[src/rtl/add_circuit_2.sv]
// Registered unsigned adder with carry-out: a ripple chain of full-adder cells
// feeds a result register that loads only when in_valid is high.

module add_circuit_2_fa (
  input  logic a_i,
  input  logic b_i,
  input  logic c_i,
  output logic s_o,
  output logic c_o
);

  logic p;

  assign p   = a_i ^ b_i;
  assign s_o = p ^ c_i;
  assign c_o = (a_i & b_i) | (c_i & p);

endmodule

module add_circuit_2 #(
  parameter int WIDTH = 8
) (
  input  logic             clk,
  input  logic             rst_n,
  input  logic             in_valid,
  input  logic [WIDTH-1:0] x,
  input  logic [WIDTH-1:0] y,
  output logic [WIDTH-1:0] z,
  output logic             cout,
  output logic             out_valid
);

  logic [WIDTH:0]   carry;
  logic [WIDTH-1:0] z_d;
  logic             cout_d;
  logic [WIDTH-1:0] z_q;
  logic             cout_q;
  logic             out_valid_q;

  assign carry[0] = 1'b0;

  generate
    for (genvar gi = 0; gi < WIDTH; gi++) begin : g_bit
      add_circuit_2_fa u_fa (
        .a_i (x[gi]),
        .b_i (y[gi]),
        .c_i (carry[gi]),
        .s_o (z_d[gi]),
        .c_o (carry[gi+1])
      );
    end
  endgenerate

  assign cout_d = carry[WIDTH];

  // The result register holds its value across idle cycles, so undriven
  // operands never reach z/cout while in_valid is low.
  always_ff @(posedge clk or negedge rst_n) begin
    if (!rst_n) begin
      z_q         <= '0;
      cout_q      <= 1'b0;
      out_valid_q <= 1'b0;
    end else begin
      out_valid_q <= in_valid;
      if (in_valid) begin
        z_q    <= z_d;
        cout_q <= cout_d;
      end
    end
  end

  assign z         = z_q;
  assign cout      = cout_q;
  assign out_valid = out_valid_q;

endmodule

[config.mk]
export PLATFORM = sky130hd
export DESIGN_NAME = add_circuit_2
export DESIGN_NICKNAME = d
export VERILOG_FILES = /design/src/rtl/add_circuit_2.sv
export SDC_FILE = /design/constraint.sdc
export NUM_CORES = 1
export LEC_CHECK = 0
export CAP_MARGIN = 20
export CORE_MARGIN = 10
export CORE_UTILIZATION = 40
export DETAILED_ROUTE_END_ITERATION = 12
export PLACE_DENSITY = 0.82
export RECOVER_POWER = 100
export SLEW_MARGIN = 10
export SYNTH_ARGS = -nofsm -noshare
export SYNTH_HDL_FRONTEND = slang
export SYNTH_SLANG_ARGS = --single-unit
[constraint.sdc]
create_clock -name clk -period 1.7 [get_ports clk]
set_input_delay 0.255 -clock clk [delete_from_list [all_inputs] [get_ports clk]]
set_output_delay 0.255 -clock clk [all_outputs]
set_load 0.01 [all_outputs]
==> impl_metrics.tcl <==
set metrics [dict create \
    h-tree-depth 1 \
    crit_buf_inv 2 \
    holdCritPathClass "in2reg" \
    synth_top_area_cell "dfrtp_1" \
    holdBufCountCts 0 \
    cp_cell_sequence "buf_6 -> ha_4 -> fa_2 -> fa_2 -> fa_2 -> fa_2 -> fa_2 -> fa_2 -> inv_2 -> fa_1 -> a21oi_2" \
    synth_edf_count 0 \
    synthMostInstantiatedCell "dfrtp_1" \
    violations "negative setup slack" \
    drive_gt1_frac 0.369 \
    stdcell_area_um2 896 \
    worst-path-max-fanout 1 \
    place.gp.congestion 0.712 \
    path_class "in2reg" \
    vias 392 \
    synth_common_cells "10 x dfrtp_1, 7 x fa_1, 6 x mux2_4" \
    drt-initial-drc-count 0 \
    fin_nets 93 \
    path_delay_family "adder cells" \
    hold_slack_ns 0.329 \
    grt_use_total 0.0922 \
    cts_tree "done" \
    skew_ns 0 \
    tightest_slew_ns 0.458 \
    fp-row-count 13 \
    start_kind "input pin" \
    crit_slowest_cell "fa_1" \
    post-route-min-period_ns 3.01 \
    syn_area_per_cell_um2 16.5 \
    power.density_mw_per_mm2 883 \
    post-route-util 0.697 \
    cts_buffers 3 \
    clock_latency_ns 0.26 \
    synth-seq-area-share 0.460 \
    initial_utilization 0.424 \
    syn_inst 33 \
    grt-ovfl-total 0 \
    synth_top_area_frac 0.460 \
    syn-cell-area_um2 544 \
    dr.pass1.iters 1 \
    worst_ep_required_time_ns 1.90 \
    die_area_mm2 0.00324 \
    pre_cts_ws_ns -2.00 \
    min_period_over_period 1.77 \
    fin_setup_tns_ns -4.44 \
    synth_flop_cell "dfrtp_1" \
    layout_setup_ws_ns -1.31 \
    antenna_found_initial 0 \
    cp_common_cell "fa_2" \
    coreArea_mm2 0.00128 \
    placed_cell_area_um2 867 \
    slew_headroom 0.694 \
    vdd_drop_max_mv 0.480 \
    worstPathArrival_ns 3.21 \
    rsz0062_at_grt "yes" \
    clock.fmax_mhz 333 \
    port_buffers 28 \
    ant_nets 0 \
    clk_pin_slew_ns 0.07 \
    die_x_um 56.9 \
    post-route-drc-count 0 \
    grt_pass1_vias 451 \
    dpl.hpwl_um 1140 \
    syn_nets 60 \
    routedWlPerCell_um 16.8 \
    cts-root-buf "clkbuf_4" \
    leakage_nw 0.384 \
    cpPeakStageDelay_ns 0.42 \
    cap_violations 0 \
    maxSlewViolCount 0 \
    post_synth_main_area_contributors "dfrtp_1 46%, fa_1 26%, mux2_4 17%" \
    grt_pass1_wl_um 2300 \
    clock-sinks 10 \
    yosys.cell_types.count 9 \
    die_h_um 56.9 \
    ys_ff_latch 10 \
    synth_warnings 0 \
    n_antenna_cell 0 \
    endpoint_kind "flip-flop" \
    hold_violations 0 \
    grt_max_degree 13 \
    synthToLayoutAreaGrowth_pct 64.6 \
    io_pins 29 \
    async_flop_share 1.00 \
    clock_path_buffers 2 \
    via_per_inst 4.90 \
    routed_wl_um 1340 \
    run_status "complete, but fails checks" \
    setup_viol 5 \
]
-- area by class of cell --
class	count	area (µm²)
Tap cell	15	18.8
Multi-Input combinational cell	19	299
Clock buffer	4	36.3
Timing Repair Buffer	29	280
Fill cell	100	389
Sequential cell	10	250
Inverter	3	11.3
-- power by group --
part	internal (mW)	switching (mW)
combinational	0.168	0.103
clock	0.130	0.0867
sequential	0.283	0.0207
total	0.581	0.210
-- layer usage --
layer,vias to the layer above,share of wire,track usage
li1,174,-,-
met1,198,0.36,0.0988
met2,18,0.53,0.143
met3,2,0.098,0.0539
met4,0,0.0082,0.0403
met5,-,0,0
-- registers in the layout, summed over array words and instances, names as in the netlist --
name	cells
z	8
cout	1
out_valid	1
-- per-stage QoR --
step / std cells / total power, mW
6_report: 80 / 0.791
5_1_grt: 80 / 0.845
3_3_place_gp: 76 / 0.597
2_1_floorplan: 33 / 0.432
4_1_cts: 80 / 0.831
3_5_place_dp: 76 / 0.607
-- layout by cell type, fill, tap and decap left out, drive strengths merged --
master / Yosys / routed
a21oi: 2 / 2
clkdlybuf4s50: 0 / 12
clkbuf: 0 / 6
dlygate4sd3: 0 / 12
nor2: 2 / 2
fa: 7 / 7
buf: 1 / 3
inv: 3 / 3
mux2: 7 / 7
ha: 1 / 1
dfrtp: 10 / 10
-- cells by family after synthesis --
logic type      after synthesis  synth area share
flops                        10             0.460
fa+ha+maj                     8             0.280
mux                           7             0.186
buf+inv                       4            0.0414
compound gates                2            0.0184
simple gates                  2            0.0138
-- what timing repair did --
action,in CTS,in global routing
resized for setup,12,5
endpoints found under the setup margin,7,6
setup buffers,0,0
pin swaps,9,8
-- worst paths after layout --
check                           slack (ns)  cells past startpoint         to   from
worst max-delay path                 -1.31                     11       z[7]   x[0]
worst min-delay path                  0.33                      3       z[0]   y[0]
worst max register to register        0.92                      1       z[1]   z[1]
worst min register to register        0.50                      1       z[6]   z[6]
max in group asynchronous             1.01                      1  out_valid  rst_n
min in group asynchronous             0.37                      1       z[4]  rst_n
No activity file was read; power rests on OpenSTA's default activity.
==> edit 1: new RTL, same settings <==
Make the reset (`rst_n`) synchronous in one clocked block.
--- a/src/rtl/add_circuit_2.sv
+++ b/src/rtl/add_circuit_2.sv
@@ -57,3 +57,3 @@
   // operands never reach z/cout while in_valid is low.
-  always_ff @(posedge clk or negedge rst_n) begin
+  always_ff @(posedge clk) begin
     if (!rst_n) begin
Formal check against the unedited RTL: differs if rst_n is asserted again (counterexample within 4 cycles, from zero or initial values and one cycle with rst_n low); with rst_n held inactive, the same outputs for 10 cycles.
==> edit 1 against the unedited design <==
The flow still finishes with violations (setup timing); non-clock buffer count is the same; final area shrank 2.8%; synthesized area shrank 3.7%; sequential share of layout area shrank 4.9 points; sequential power shrank 13%; worst setup slack lost 0.020 ns; global-route usage shrank 0.65 points; total power shrank 23%; wire length shrank 4.7%; critical path depth grew 1; sequential cell count is the same; largest cell class unchanged.
==> edit 1: results (changes against the unedited design) <==
Status
  – Status: finished with violations
  – Failing checks: setup timing

Yosys
  – Ranking of synthesized cells by area: dfxtp_1, fa_1, mux2i_1, nor2b_1, o211a_1
  – Syn nets: 68 (+13%)
  – Proportion of synthesized chip area in sequential cells: 0.382 (-0.0779)
  – Post-synth ARST share: 0 (-1.00)
  – Synth unique cells: 10 (+1)
  – Commonest cells post-synth: dfxtp_1, fa_1, mux2i_1, nor2b_1, inv_1

Placed design
  – Gp weighted congestion: 0.695 (-2.4%)
  – DP HPWL: 1090 um (-4.4%)

Min path
  – Min-Delay Path Depth: 4 (+1)
  – Hold Path Origin: x[0]
  – Hold Crit Endpoint: z[0]

Pwr
  – Switching Fraction: 0.262 (-0.00415)
  – Pwr Total: 0.612 mW (-23%)
  – Leak pwr: 0.388 nW (+1.1%)
  – Combinational power: 0.188 mW (-31%)
  – Clock network power: 0.157 mW (-28%)
  – Maximum vdd drop: 449 uV (-6.5%)

Global route
  – Initial antenna violation count: 0 (unchanged)
  – Routing usage on met1: 0.102 (+0.00346)
  – Total GRT Usage: 0.0857 (-0.00650)
  – Vias in the first global route: 407 (-9.8%)
  – First-pass GRT wire length: 2100 um (-8.7%)
  – Met3 usage in global routing: 0.0410 (-0.0129)
  – GR Util met2: 0.124 (-0.0182)

Worst setup path
  – Reg-to-Reg Start: cout
  – Reg2reg setup slack: 1.09 ns (+0.17 ns)
  – Top delay family on crit path: adder cells
  – Worst r2r dst: cout
  – Worst EP arrival: 3.23 ns (+0.02 ns)
  – Crit path max-delay cell type: fa_2

Layout
  – Fillers: 93 (-7.0%)
  – Ant diodes: 0 (unchanged)
  – Fin nets: 101 (+8.6%)
  – Layout cells sized above 1: 0.250 (-0.119)

Timing
  – Final setup violation count: 5 (unchanged)
  – Slew headroom: 0.800 (+0.107)
  – Final worst setup slack: -1.33 ns (-0.0198 ns)

Route
  – Drt pass-1 iters: 3 (+2)
  – DR iter-0 viols: 9 (+9)
  – Drt wl/cell: 14.9 um (-11%)
  – Met3 WL: 101 um (-23%)
  – Routed metal-1 wirelength: 536 um (+11%)
  – Met2 WL: 621 um (-14%)
  – Via count: 388 (-1.0%)
==> edit 1: cell count changes after synthesis, sizes merged <==
cell,change
o211a,+2
dfxtp,+10
dfrtp,-10
nor2b,+7
mux2i,+7
nand2,+2
and2,+1
nor2,-2
a21oi,-2
mux2,-7
==> edit 1: metrics by stage <==
stage | worst slack, ns | TNS, ns | instance area [um2] | instances | hold slack [ns]
final | -1.33 | -4.44 | 871 | 86 | 0.360
after floorplan | -1.42 | -4.99 | 554 | 41 | 0.383
after CTS | -1.54 | -5.40 | 871 | 86 | 0.349
after detailed placement | -2.01 | -8.67 | 848 | 83 | 0.473
after global placement | -1.94 | -8.40 | 848 | 83 | 0.465
after global routing | -1.41 | -4.78 | 871 | 86 | 0.376
==> edit 1: worst max path at each step <==
stage	startpoint	end	slack, ns	depth (start not counted)
2_1_floorplan	y[0]	z[7]	-1.42	11
3_5_place_dp	y[0]	z[7]	-2.01	12
5_1_grt	x[0]	z[7]	-1.41	12
6_report	y[0]	z[7]	-1.33	12
4_1_cts	x[0]	z[7]	-1.54	12
3_3_place_gp	y[0]	z[7]	-1.94	12
==> edit 1: cells by family after synthesis <==
| group | count (synthesis) | share of synthesized area |
|---|---|---|
| flops | 10 | 0.382 |
| fa+ha+maj | 8 | 0.291 |
| compound gates | 2 | 0.0382 |
| mux | 7 | 0.134 |
| buf+inv | 4 | 0.0430 |
| simple gates | 10 | 0.112 |
==> edit 1: layout make-up <==
type                            count  share of cell area
Sequential cell                    10               0.230
Multi-Input combinational cell     27               0.384
Tap cell                           14              0.0201
Timing Repair Buffer               29               0.328
Inverter                            3              0.0129
Clock buffer                        3              0.0259
==> edit 1: repair_timing <==
| action | CTS | global route |
|---|---|---|
| setup endpoints to repair | 7 | 6 |
| pin swaps | 9 | 8 |
| resized for setup | 12 | 4 |
==> edit 2: new RTL, config.mk and constraints unchanged <==
Without the edit above. The parameter `WIDTH` goes from 8 to 9.
--- a/src/rtl/add_circuit_2.sv
+++ b/src/rtl/add_circuit_2.sv
@@ -20,3 +20,3 @@
 module add_circuit_2 #(
-  parameter int WIDTH = 8
+  parameter int WIDTH = 9
 ) (
Interface: changed (resized x, y and z); port bits go from 29 to 32. No check against the original RTL was run, so the function may have changed too.
==> edit 2 against the unedited design <==
The run still ends with setup timing left; worst setup slack lost 0.30 ns; total power rose by 2.5%; final area increased by 9.5%; wire length increased by 2.4%; register-to-register slack better by 0.02 ns; synthesized area grew 10%; count of clock-buffer cells in the layout down 1; sequential cell count up 1; critical endpoint is now z[8]; highest routed layer unchanged.
==> edit 2: results (changes against the unedited design) <==
Layout
  – Fin cells: 86 (+7.5%)
  – Fin nets: 102 (+9.7%)
  – Layout cells sized above 1: 0.352 (-0.0171)
  – Max FFs per register: 9 (+1)

Yosys
  – Ranking of synthesized cells by area: dfrtp_1, fa_1, mux2_4, mux2_2, ha_1
  – Proportion of synthesized chip area in sequential cells: 0.458 (-0.00144)
  – YS warnings: 0 (unchanged)
  – Syn nets: 66 (+10%)
  – Commonest cells post-synth: dfrtp_1, fa_1, mux2_4
  – Syn Inst Count: 36 (+9.1%)

Route
  – Via density: 4.76 (-2.9%)
  – Drt pass-1 iters: 3 (+2)
  – DR iter-0 viols: 5 (+5)
  – Drt wl/cell: 16.0 um (-4.8%)

Min path
  – Hold Path Class: in -> reg

Worst setup path
  – Setup crit end: z[8]
  – Crit-path max cell delay: 0.39 ns (-0.03 ns)
  – Worst r2r dst: z[5]
  – Reg-to-Reg Start: z[5]
  – Reg2reg setup slack: 0.94 ns (+0.02 ns)

Placed design
  – DP Area: 956 um2 (+10%)
  – Port bufs: 31 (+11%)
  – Gp weighted congestion: 0.745 (+4.6%)
  – Dpl ws: -2.32 ns (-0.324 ns)
  – Placed insts: 82 (+7.9%)

Global route
  – Largest net degree at the start of global routing: 14 (+1)
  – Total GRT Usage: 0.0858 (-0.00645)
  – First-pass GRT wire length: 2190 um (-4.8%)
  – Vias in the first global route: 486 (+7.8%)

Timing
  – Final worst setup slack: -1.61 ns (-0.299 ns)
  – WHS: 0.316 ns (-0.0134 ns)
  – Final setup violation count: 6 (+1)
  – Slew @ Worst Pin: 0.497 ns (+0.0397 ns)
  – Setup TNS: -6.36 ns (-1.93 ns)

Pwr
  – P_int: 0.588 mW (+1.2%)
  – Gate power share: 0.366 (+0.024)
  – Leak pwr: 0.419 nW (+9.1%)
  – P_sw: 0.223 mW (+6.0%)
  – Maximum vdd drop: 748 uV (+56%)
  – Seq pwr: 0.336 mW (+11%)

Status
  – Failing checks: setup timing
  – Status: finished with violations
## edit 2: changes by cell type after synthesis
cell,change
mux2_2,+1
dfrtp_1,+1
fa_1,+1
## edit 2: cell type report
type                    instances  area, um2
clock inverters                 1       5.00
multi-input cells              21        333
repair buffers                 32        315
inverters                       3       11.3
flip-flops and latches         11        275
clock buffers                   3       22.5
well taps                      15       18.8
fillers                       101        369
## edit 2: kinds of logic after synthesis
family | after synthesis | share of synthesized area
buffers and inverters | 4 | 0.0375
muxes | 8 | 0.188
adders and majority gates | 9 | 0.287
and+or+nand+nor | 2 | 0.0125
AOI/OAI and AO/OA | 2 | 0.0167
DFF | 11 | 0.458
## edit 2: per-layer routing
| layer | routed length, um | GRT usage |
|---|---|---|
| met4 | 38 | 0.0492 |
| met1 | 508 | 0.0816 |
| met2 | 649 | 0.134 |
| met3 | 179 | 0.0601 |
| met5 | 0 | 0 |
## edit 2: what timing repair did
action | CTS | global route
gates resized for setup | 12 | 3
pin swaps | 10 | 9
setup endpoints to repair | 8 | 7
